### config.mk
export PLATFORM = sky130hd
export DESIGN_NAME = ps2_scancode_rx
export DESIGN_NICKNAME = d
export VERILOG_FILES = /design/src/rtl/ps2_scancode_rx.sv
export SDC_FILE = /design/constraint.sdc
export NUM_CORES = 1
export LEC_CHECK = 0
export BUFFER_PORTS_ARGS = -buffer_cell sky130_fd_sc_hd__buf_2
export CAP_MARGIN = 40
export CORE_ASPECT_RATIO = 0.7
export CORE_MARGIN = 1
export CORE_UTILIZATION = 35
export CTS_CLUSTER_DIAMETER = 80
export DETAILED_ROUTE_END_ITERATION = 7
export RECOVER_POWER = 50
export SLEW_MARGIN = 40
export SYNTH_ARGS = -nofsm -noshare
export SYNTH_HDL_FRONTEND = slang
export SYNTH_SLANG_ARGS = --single-unit
### constraint.sdc
create_clock -name clk -period 2.86 [get_ports clk]
set_clock_uncertainty 0.2 [all_clocks]
set_input_delay 0.429 -clock clk [delete_from_list [all_inputs] [get_ports clk]]
set_output_delay 0.429 -clock clk [all_outputs]
set_load 0.005 [all_outputs]
### src/rtl/ps2_scancode_rx.sv
// PS/2 device-to-host receiver: pin conditioning, 11-bit frame deframing with
// odd-parity/stop/timeout checks, and E0/F0 prefix folding into one key-event strobe.
//
// state    | meaning
// ---------+---------------------------------------------------------
// S_IDLE   | bus idle, waiting for a start bit (0) on a falling edge
// S_DATA   | shifting in 8 data bits, LSB first
// S_PARITY | capturing the parity bit
// S_STOP   | sampling the stop bit, checking the frame, back to idle
module ps2_scancode_rx #(
    parameter int FILTER_LEN = 8,
    parameter int TIMEOUT    = 16000
) (
    input  logic       clk,
    input  logic       reset,
    input  logic       ps2_clk,
    input  logic       ps2_data,
    output logic [7:0] code,
    output logic       extended,
    output logic       key_release,
    output logic       valid,
    output logic       err
);

    localparam int TW = $clog2(TIMEOUT + 1);
    localparam logic [TW-1:0] TMO_MAX = TW'(TIMEOUT);
    localparam logic [7:0]    FL_LAST = 8'(FILTER_LEN - 1);

    typedef enum logic [1:0] {S_IDLE, S_DATA, S_PARITY, S_STOP} state_t;

    // Index 0 is the clock line, index 1 the data line.
    logic [1:0]    sync_1, sync_2, flt;
    logic [7:0]    flt_cnt [2];
    logic          fclk_d;
    logic          fall, fdat;

    state_t        state, state_nx;
    logic [2:0]    bit_cnt;
    logic [7:0]    shreg;
    logic          par_bit;
    logic [TW-1:0] tmo_cnt;
    logic          ext_pend, brk_pend;
    logic          byte_done, frame_err, tmo_hit;

    assign fall = fclk_d & ~flt[0];
    assign fdat = flt[1];

    // A line level only moves after FILTER_LEN consecutive disagreeing samples.
    always_ff @(posedge clk) begin
        if (reset) begin
            sync_1 <= 2'b11;
            sync_2 <= 2'b11;
            flt    <= 2'b11;
            fclk_d <= 1'b1;
            for (int i = 0; i < 2; i++) flt_cnt[i] <= 8'd0;
        end else begin
            sync_1 <= {ps2_data, ps2_clk};
            sync_2 <= sync_1;
            fclk_d <= flt[0];
            for (int i = 0; i < 2; i++) begin
                if (sync_2[i] == flt[i]) begin
                    flt_cnt[i] <= 8'd0;
                end else if (flt_cnt[i] == FL_LAST) begin
                    flt[i]     <= sync_2[i];
                    flt_cnt[i] <= 8'd0;
                end else begin
                    flt_cnt[i] <= flt_cnt[i] + 8'd1;
                end
            end
        end
    end

    always_ff @(posedge clk) begin
        if (reset) state <= S_IDLE;
        else       state <= state_nx;
    end

    always_comb begin
        state_nx  = state;
        byte_done = 1'b0;
        frame_err = 1'b0;
        tmo_hit   = 1'b0;
        case (state)
            S_IDLE:   if (fall && !fdat) state_nx = S_DATA;
            S_DATA:   if (fall && bit_cnt == 3'd7) state_nx = S_PARITY;
            S_PARITY: if (fall) state_nx = S_STOP;
            S_STOP: begin
                if (fall) begin
                    state_nx = S_IDLE;
                    if ((^{shreg, par_bit}) && fdat) byte_done = 1'b1;
                    else                             frame_err = 1'b1;
                end
            end
            default:  state_nx = S_IDLE;
        endcase
        // A falling edge in the same cycle keeps the frame alive.
        if (state != S_IDLE && !fall && tmo_cnt == TMO_MAX) begin
            state_nx = S_IDLE;
            tmo_hit  = 1'b1;
        end
    end

    always_ff @(posedge clk) begin
        if (reset) begin
            bit_cnt     <= 3'd0;
            shreg       <= 8'd0;
            par_bit     <= 1'b0;
            tmo_cnt     <= '0;
            ext_pend    <= 1'b0;
            brk_pend    <= 1'b0;
            code        <= 8'd0;
            extended    <= 1'b0;
            key_release <= 1'b0;
            valid       <= 1'b0;
            err         <= 1'b0;
        end else begin
            valid <= 1'b0;
            err   <= 1'b0;

            if (fall || state == S_IDLE) tmo_cnt <= '0;
            else if (tmo_cnt != TMO_MAX) tmo_cnt <= tmo_cnt + TW'(1);

            if (fall) begin
                case (state)
                    S_IDLE: begin
                        if (!fdat) begin
                            bit_cnt <= 3'd0;
                            shreg   <= 8'd0;
                        end
                    end
                    S_DATA: begin
                        shreg   <= {fdat, shreg[7:1]};
                        bit_cnt <= bit_cnt + 3'd1;
                    end
                    S_PARITY: par_bit <= fdat;
                    default: ;
                endcase
            end

            if (byte_done) begin
                if (shreg == 8'hE0) begin
                    ext_pend <= 1'b1;
                end else if (shreg == 8'hF0) begin
                    brk_pend <= 1'b1;
                end else begin
                    code        <= shreg;
                    extended    <= ext_pend;
                    key_release <= brk_pend;
                    valid       <= 1'b1;
                    ext_pend    <= 1'b0;
                    brk_pend    <= 1'b0;
                end
            end

            if (frame_err || tmo_hit) begin
                err      <= 1'b1;
                ext_pend <= 1'b0;
                brk_pend <= 1'b0;
            end
        end
    end

endmodule
* Word level (Yosys, flattened, before mapping)
Memories as Yosys holds them, arrays and structs flattened.
Index checks and enable logic that the tools add are counted.
** Word-level totals
- Output and inout port bits :: 12
- Register bits :: 49
- Memory bits (writable) :: 16
- Input bits :: 4
- Memory bits (read-only) :: 0
- Bits in latches :: 0
- Memories kept :: 1
** Memories
- flt_cnt :: words 2, bits a word 8, rd ports 2, clocked after memory_dff 0, wr ports 2, RTL line 33 : logic [7:0] flt_cnt [2];
** Operators by class
- Bitwise operators :: 13
- Magnitude comparators :: 0
- Muxes and demuxes :: 51
- Divide/modulo/power cells :: 0
- $mul :: 0
- $add $sub $neg :: 4
- Shift-type cells :: 0
- Reductions and logical operators :: 25
- Equality and inequality tests :: 18
** Operators with widths (number)
- $mux 8 :: 7
- $mux 1 :: 36
- $add 8x1->8 const B :: 2
- $eq 8x3->1 const B :: 2
- $eq 8x8->1 const B :: 2
- $pmux 8 s2 :: 1
- $add 14x1->14 const B :: 1
- $eq 14x14->1 const B :: 1
- $ne 14x14->1 const B :: 1
- $ne 2x2->1 const B :: 6
- $reduce_and 2->1 :: 5
- $reduce_xor 9->1 :: 1
- $mux 2 :: 4
- $pmux 2 s4 :: 1
- $not 1->1 :: 6
- $or 1x1->1 :: 6
- $pmux 3 s2 :: 1
- $reduce_and 3->1 :: 2
- $reduce_or 2->1 :: 3
- $logic_and 1x1->1 :: 5
- $eq 2x2->1 const B :: 2
- $reduce_and 4->1 :: 1
- $reduce_bool 2->1 :: 2
- $add 3x1->3 const B :: 1
- 9 further kinds :: 12

* Longest topological paths before layout
Gate-level depths: netlist of run 1.
- Depth after elaboration :: 8
- Depth in mapped cells :: 7
- Depth with buffers taken out :: 7

* Worst setup path before layout of run 1
OpenSTA, ideal clock, no wires.
- Kind :: register to register
- Start point :: reg shreg[0]
- End point :: reg code[1]
- Cell stages (with the launch flop) :: 7
- Library setup time :: 72 ps
- Arrival :: 2048 ps
- Required time :: 2588 ps
- Path slack :: 540 ps
- Cell sequence :: dfxtp_1 xor3_1 xnor3_1 mux2_4 a2111oi_2 buf_6 mux2i_1
** On the way
- Cells in the longest elaborated chain, start to end :: 6
- Elaborated cells on any way between the ends :: 10
- Those cells by class :: eq/ne (2); mux (3); bitwise (2); reduce/logical (3)
** Ends and longest elaborated chain
- from (decl) :: RTL line 39 : logic [7:0] shreg;
- from (signal assigned) :: RTL line 132 : shreg <= {fdat, shreg[7:1]};
- $reduce_xor 9->1 :: RTL line 90 : if ((^{shreg, par_bit}) && fdat) byte_done = 1'b1;
- $logic_and 1x1->1 :: RTL line 90
- $mux 1 :: RTL line 90
- $mux 1 :: RTL line 88 : if (fall) begin
- $mux 1 :: RTL line 83 : case (state)
- $reduce_and 3->1 (no line) *
- to (signal assigned) :: RTL line 146 : code <= shreg;
- to (decl) :: RTL line 18 : output logic [7:0] code,
Mark *: on every way between the ends. The rest lies on a longest branch, timed or not.
A chain may end at the register's enable or synchronous reset.

* Worst setup path in the final report of run 1
- Start point :: reg shreg[0]
- End point :: reg code[2]
Same word-level chain as after synthesis.

==> flow_metrics.py, run 1 <==
metrics = {
    "outcome": {
        "status": "completed",
    },
    "setup_path": {
        "maximum_net_fanout_on_the_critical_path": 11,
        "timing.critical_path.to_type": "flip-flop",
        "critical_path_required_ns": 2.92,
        "critical_path.slowest_cell": "dfxtp_1",
        "crit_buf_inv": 1,
        "slowest_delay_ns": 0.47,
        "regToRegStartpoint": "shreg[0]",
        "timing.setup.critical_path_class": "reg2reg",
        "cp_data_arrival_time_ns": 2.61,
        "cp_top_family": "XOR/XNOR gates",
        "critical_path.cell_chain": "xor3_1 -> xnor3_1 -> mux2_4 -> a2111oi_2 -> buf_4 -> mux2i_1",
        "worst_setup_path_start_kind": "flip-flop",
        "setup.worst_path.start": "shreg[0]",
    },
    "logic_synthesis": {
        "yosys_warnings": 0,
        "synth_seq_area_share_pct": 46.9,
        "syn-mean-instance-area_um2": 9.79,
        "ys_async_sr_fraction_pct": 0,
        "yosys_register_bits": 65,
        "synthesis.instances": 318,
        "netlist-cell-type-count": 46,
        "synth_flop_cell": "dfxtp_1",
        "netlist_area_um2": 3110,
        "synth-edff-count": 16,
    },
    "timing": {
        "timing.final.hold_violations": 0,
        "timing_worst_slew_pin_value_ns": 1.24,
        "period_share_pct": 89.3,
        "fin_ws_ns": 0.307,
        "setup_total_negative_slack_ns": 0,
        "timing.fmax_mhz": 392,
        "min_period_ns": 2.55,
        "report.final.setup_viol": 0,
        "fin_max_slew_vios": 0,
        "timing.max_slew.rel_slack_pct": 17.2,
        "rsz_0062_raised_after_global_routing": "no",
    },
    "power": {
        "power_switching_share_pct": 19.9,
        "p_clk_share_pct": 52.6,
        "pwr-share-comb_pct": 2.9,
        "internal-power_w": 0.00175,
        "pwr_density_cell_nw_per_um2": 597,
        "vdd_drop_max_mv": 0.383,
        "power_switching_w": 0.000435,
        "static_leakage_nw": 1.35,
        "seqPwrFrac_pct": 44.4,
        "design_power_total_w": 0.00218,
    },
    "drt": {
        "drc_errors": 0,
        "avgRoutedWirePerCell_um": 11.5,
        "drt_pass1_iterations": 4,
        "antenna_violating_nets_post_route": 0,
        "drt-total-wl_mm": 5.45,
        "detailedRoute.firstIterationViolations": 94,
        "via_per_inst": 4.50,
        "routed-via-count": 2131,
    },
    "clocking": {
        "cts_tree": "yes",
        "insertion_delay_ns": 0.33,
        "htreeDepth": 3,
        "cts_post_setup_buffers_inserted": 0,
        "cts_buffer_depth": 2,
        "cts_resized": 0,
        "cts_made_buffers": 9,
        "numClockSinks": 65,
        "hold_buffers_post_cts": 0,
        "clkSlewWorstSetupHoldPaths_ns": 0.05,
        "clockRootBuffer": "clkbuf_16",
    },
    "finish": {
        "area.growth.synth_to_final_pct": 17.4,
        "layout.cell_area.non_filler_um2": 3650,
        "mostFrequentLayoutCell": "nor2_1",
        "layout.nets": 363,
        "layout_common_cells": "nor2_1 (53), dfxtp_1 (49), nand2b_1 (22), xor2_1 (19)",
        "final_util_pct": 42.7,
        "nFillCells": 848,
        "drive_gt1_share_pct": 8.76,
        "num_antenna_cells": 0,
    },
    "grt": {
        "grt-ovfl-total": 0,
        "grt_antenna_before_repair": 0,
        "grt_pass1_vias": 1951,
        "grt_usage_pct": 13.3,
        "grt_start_max_net_pins": 37,
        "grt_first_pass_wirelength_mm": 9.43,
    },
    "hold_path": {
        "source_of_the_worst_hold_timing_path": "ps2_clk",
        "min-delay-path-class": "in2reg",
    },
    "die": {
        "rows": 28,
        "ios": 16,
        "die_width_um": 115,
        "area_of_the_die_um2": 9280,
        "area_of_the_core_region_um2": 8550,
        "die_h_um": 80.9,
        "initial_utilization_pct": 36.4,
    },
    "placement": {
        "dp.final_hpwl_mm": 3.69,
        "buffer_ports.inserted": 15,
        "dpl_cell_area_um2": 3360,
        "gp_routability_congestion": 0.786,
        "dp_slack_ns": 0.360,
    },
    "flow_run": {
        "drv_cap": 0,
    },
}
[synth_stat cells, types with 2 or more instances]
library cell / instances / area [µm²]
or3_1: 2 / 12.5
xnor3_1: 2 / 45.0
and3_1: 5 / 31.3
xnor2_1: 12 / 105
nand3_1: 16 / 80.1
xor2_1: 19 / 166
or4_1: 2 / 15.0
a21oi_1: 5 / 25.0
clkbuf_1: 11 / 41.3
nor3_1: 8 / 40.0
nor2b_1: 4 / 25.0
mux2i_1: 12 / 120
o21ai_0: 3 / 15.0
nand2b_1: 22 / 138
or2_2: 7 / 43.8
a211o_1: 3 / 26.3
xor3_1: 2 / 47.6
inv_1: 9 / 33.8
nand2_1: 13 / 48.8
a22oi_1: 9 / 67.6
dfxtp_1: 49 / 981
edfxtp_1: 16 / 480
ha_1: 10 / 125
nand4_1: 3 / 18.8
nor2_1: 53 / 199
[cell type report]
cell class | instances | area [µm²] | share of cell area [%]
Timing Repair Buffer | 19 | 86.3 | 2.36
Clock inverter | 6 | 82.6 | 2.26
Clock buffer | 10 | 229 | 6.27
Tap cell | 120 | 150 | 4.11
Inverter | 9 | 33.8 | 0.925
Sequential cell | 65 | 1460 | 40.0
Multi-Input combinational cell | 245 | 1610 | 44.1
[power groups by stage]
stage / Clock (W) / Combinational (W) / Sequential (W)
floorplan: 0 / 0.0000534 / 0.000984
global placement: 0 / 0.0000633 / 0.000987
detailed placement: 0 / 0.0000637 / 0.000988
CTS: 0.00117 / 0.0000644 / 0.000968
global route: 0.00122 / 0.0000715 / 0.000971
finish: 0.00115 / 0.0000637 / 0.000968
[state kept, by name, summed over array words and instances (netlist names), 3 cells and up]
register and flops:
tmo_cnt 14, flt_cnt 16, code 8, shreg 8, bit_cnt 3
[routing by layer]
metal | up-vias | track usage (%) | share of wire (%)
met4 | 0 | 4.68 | 1.1
met1 | 978 | 19.3 | 57
met3 | 5 | 5.60 | 3.3
met5 | - | 0 | 0
li1 | 1128 | - | -
met2 | 20 | 17.1 | 39
[path summary, 6_finish.rpt]
| kind | to | slack [ns] | cells past startpoint |
|---|---|---|---|
| worst min register to register | sync_2[0] | 0.21 | 1 |
| worst min-delay path | sync_1[0] | 0.08 | 2 |
| worst max register to register | code[2] | 0.31 | 6 |
| worst max-delay path | code[2] | 0.31 | 6 |
[stage by stage]
stage	instances	hold slack, ns
finish	474	0.0824
global route	474	0.0669
global placement	458	0.193
detailed placement	458	0.196
floorplan	333	0.189
CTS	474	0.0680
[cell families after synthesis]
kind of cell / synth area share (%)
and+or+nand+nor: 23.0
DFF: 46.9
xor gates and xnor gates: 11.7
AOI/OAI and AO/OA: 6.79
buffers and inverters: 3.13
muxes: 4.34
adders and majority gates: 4.02
other: 0.120
Power figures use the tool's default switching activity.
==> run 2: changes to the inputs <==
CTS_BUF_LIST = sky130_fd_sc_hd__clkbuf_16   (was not set)
PLACE_DENSITY = 0.6   (was not set)
==> flow_metrics.py, run 2 (synthesis gave the netlist of run 1 again) <==
metrics = {
    "power": {
        "internal-power_w": 0.00174,
        "p_clk_share_pct": 52.6,
        "seqPwrFrac_pct": 44.5,
        "pwr-share-comb_pct": 2.9,
        "power_switching_w": 0.000435,
        "vdd_drop_max_mv": 0.383,
        "power_switching_share_pct": 20.0,
        "static_leakage_nw": 1.35,
        "pwr_density_cell_nw_per_um2": 596,
    },
    "grt": {
        "grt_first_pass_wirelength_mm": 9.43,
        "grt-ovfl-total": 0,
        "grt_start_max_net_pins": 37,
        "grt_antenna_before_repair": 0,
        "grt_usage_pct": 13.3,
        "grt_pass1_vias": 1951,
    },
    "drt": {
        "detailedRoute.firstIterationViolations": 94,
        "routed-via-count": 2131,
        "drt_pass1_iterations": 4,
        "via_per_inst": 4.50,
        "antenna_violating_nets_post_route": 0,
        "drc_errors": 0,
        "avgRoutedWirePerCell_um": 11.5,
        "drt-total-wl_mm": 5.45,
    },
    "timing": {
        "report.final.setup_viol": 0,
        "fin_max_slew_vios": 0,
        "timing_worst_slew_pin_value_ns": 1.24,
        "setup_total_negative_slack_ns": 0,
        "timing.fmax_mhz": 392,
        "hold_ws_ns": 0.0824,
        "timing.max_slew.rel_slack_pct": 17.2,
        "min_period_ns": 2.55,
        "rsz_0062_raised_after_global_routing": "no",
        "timing.final.hold_violations": 0,
        "period_share_pct": 89.3,
    },
    "finish": {
        "num_antenna_cells": 0,
        "largest_registers": "flt_cnt (16), tmo_cnt (14)",
        "seqCellArea_um2": 1460,
        "largest_register_ffs": 16,
        "layout_common_cells": "nor2_1 (53), dfxtp_1 (49), nand2b_1 (22), xor2_1 (19)",
        "drive_gt1_share_pct": 8.76,
        "area.growth.synth_to_final_pct": 17.4,
        "layout.nets": 363,
        "multi_input_comb_area_um2": 1610,
        "largest_register": "flt_cnt",
        "nFillCells": 848,
        "mostFrequentLayoutCell": "nor2_1",
    },
    "setup_path": {
        "slowest_delay_ns": 0.47,
        "worst_setup_path_start_kind": "flip-flop",
        "cp_data_arrival_time_ns": 2.61,
        "critical_path.slowest_cell": "dfxtp_1",
        "regToRegStartpoint": "shreg[0]",
        "ff2ff_path_depth": 6,
        "reg_to_reg_critical_path_endpoint": "code[2]",
        "timing.critical_path.to_type": "flip-flop",
        "maximum_net_fanout_on_the_critical_path": 11,
        "timing.setup.critical_path_class": "reg2reg",
        "ff2ff_setup_slack_ns": 0.31,
        "critical_path.cell_chain": "xor3_1 -> xnor3_1 -> mux2_4 -> a2111oi_2 -> buf_4 -> mux2i_1",
        "critical_path_required_ns": 2.92,
    },
    "die": {
        "area_of_the_die_um2": 9280,
        "initial_utilization_pct": 36.4,
        "die_width_um": 115,
        "area_of_the_core_region_um2": 8550,
        "die_h_um": 80.9,
        "ios": 16,
        "rows": 28,
    },
    "clocking": {
        "insertion_delay_ns": 0.33,
        "clkSlewWorstSetupHoldPaths_ns": 0.05,
        "cts_buffer_depth": 2,
        "cts_made_buffers": 9,
        "hold_buffers_post_cts": 0,
        "htreeDepth": 3,
        "numClockSinks": 65,
        "cts_post_setup_buffers_inserted": 0,
        "cts_tree": "yes",
        "clockRootBuffer": "clkbuf_16",
        "cts_resized": 0,
    },
    "placement": {
        "gp_routability_congestion": 0.786,
        "dp.final_hpwl_mm": 3.69,
        "buffer_ports.inserted": 15,
    },
    "hold_path": {
        "source_of_the_worst_hold_timing_path": "ps2_clk",
        "holdPathEnd": "sync_1[0]",
        "cell_depth_of_the_worst_min_delay_path": 2,
        "min-delay-path-class": "in2reg",
    },
    "flow_run": {
        "drv_cap": 0,
    },
    "outcome": {
        "status": "completed",
    },
}
-- run 2: cell type report --
cell class	instances	area share, %
Timing Repair Buffer	19	2.36
Clock buffer	9	6.16
Tap cell	120	4.11
Inverter	9	0.925
Clock inverter	7	2.36
Sequential cell	65	40.0
Multi-Input combinational cell	245	44.1
-- run 2: worst max-delay path: cells and delay by family, from the launching register on --
family | cells | cell delay, ns
muxes | 2 | 0.52
DFF | 1 | 0.47
AOI/OAI and AO/OA | 1 | 0.29
xor gates and xnor gates | 2 | 0.73
buffers and inverters | 1 | 0.28
-- run 2: power groups by stage --
stage	registers [W]	logic, W	clock network, W
after floorplan	0.000984	0.0000534	0
after global placement	0.000987	0.0000633	0
after detailed placement	0.000988	0.0000637	0
after CTS	0.000968	0.0000644	0.00117
after global routing	0.000971	0.0000715	0.00122
final	0.000968	0.0000637	0.00114
-- run 2: worst max path at each step --
| stage | start | to | slack, ns | depth (start not counted) |
|---|---|---|---|---|
| final | shreg[0] | code[2] | 0.31 | 6 |
| after global routing | shreg[4] | extended | 0.18 | 6 |
| after CTS | shreg[0] | code[2] | 0.32 | 6 |
| after detailed placement | shreg[0] | code[2] | 0.36 | 6 |
| after global placement | shreg[0] | key_release | 0.42 | 6 |
| after floorplan | shreg[0] | code[1] | 0.54 | 6 |
-- run 2: stage by stage --
step	util [%]	worst slack (ns)	power (W)	area, µm²	std cells
5_1_grt	42.7	0.176	0.00226	3650	474
6_report	42.7	0.307	0.00218	3650	474
2_1_floorplan	-	0.540	0.00104	3170	333
3_3_place_gp	39.3	0.419	0.00105	3360	458
4_1_cts	43.0	0.316	0.00220	3670	474
3_5_place_dp	39.3	0.360	0.00105	3360	458
-- run 2: per-layer routing --
layer	GRT usage, %	wire (µm)	part of all wire, %
met1	19.3	3100	57
met2	17.1	2100	39
met3	5.60	182	3.3
met4	4.68	61	1.1
met5	0	0	0
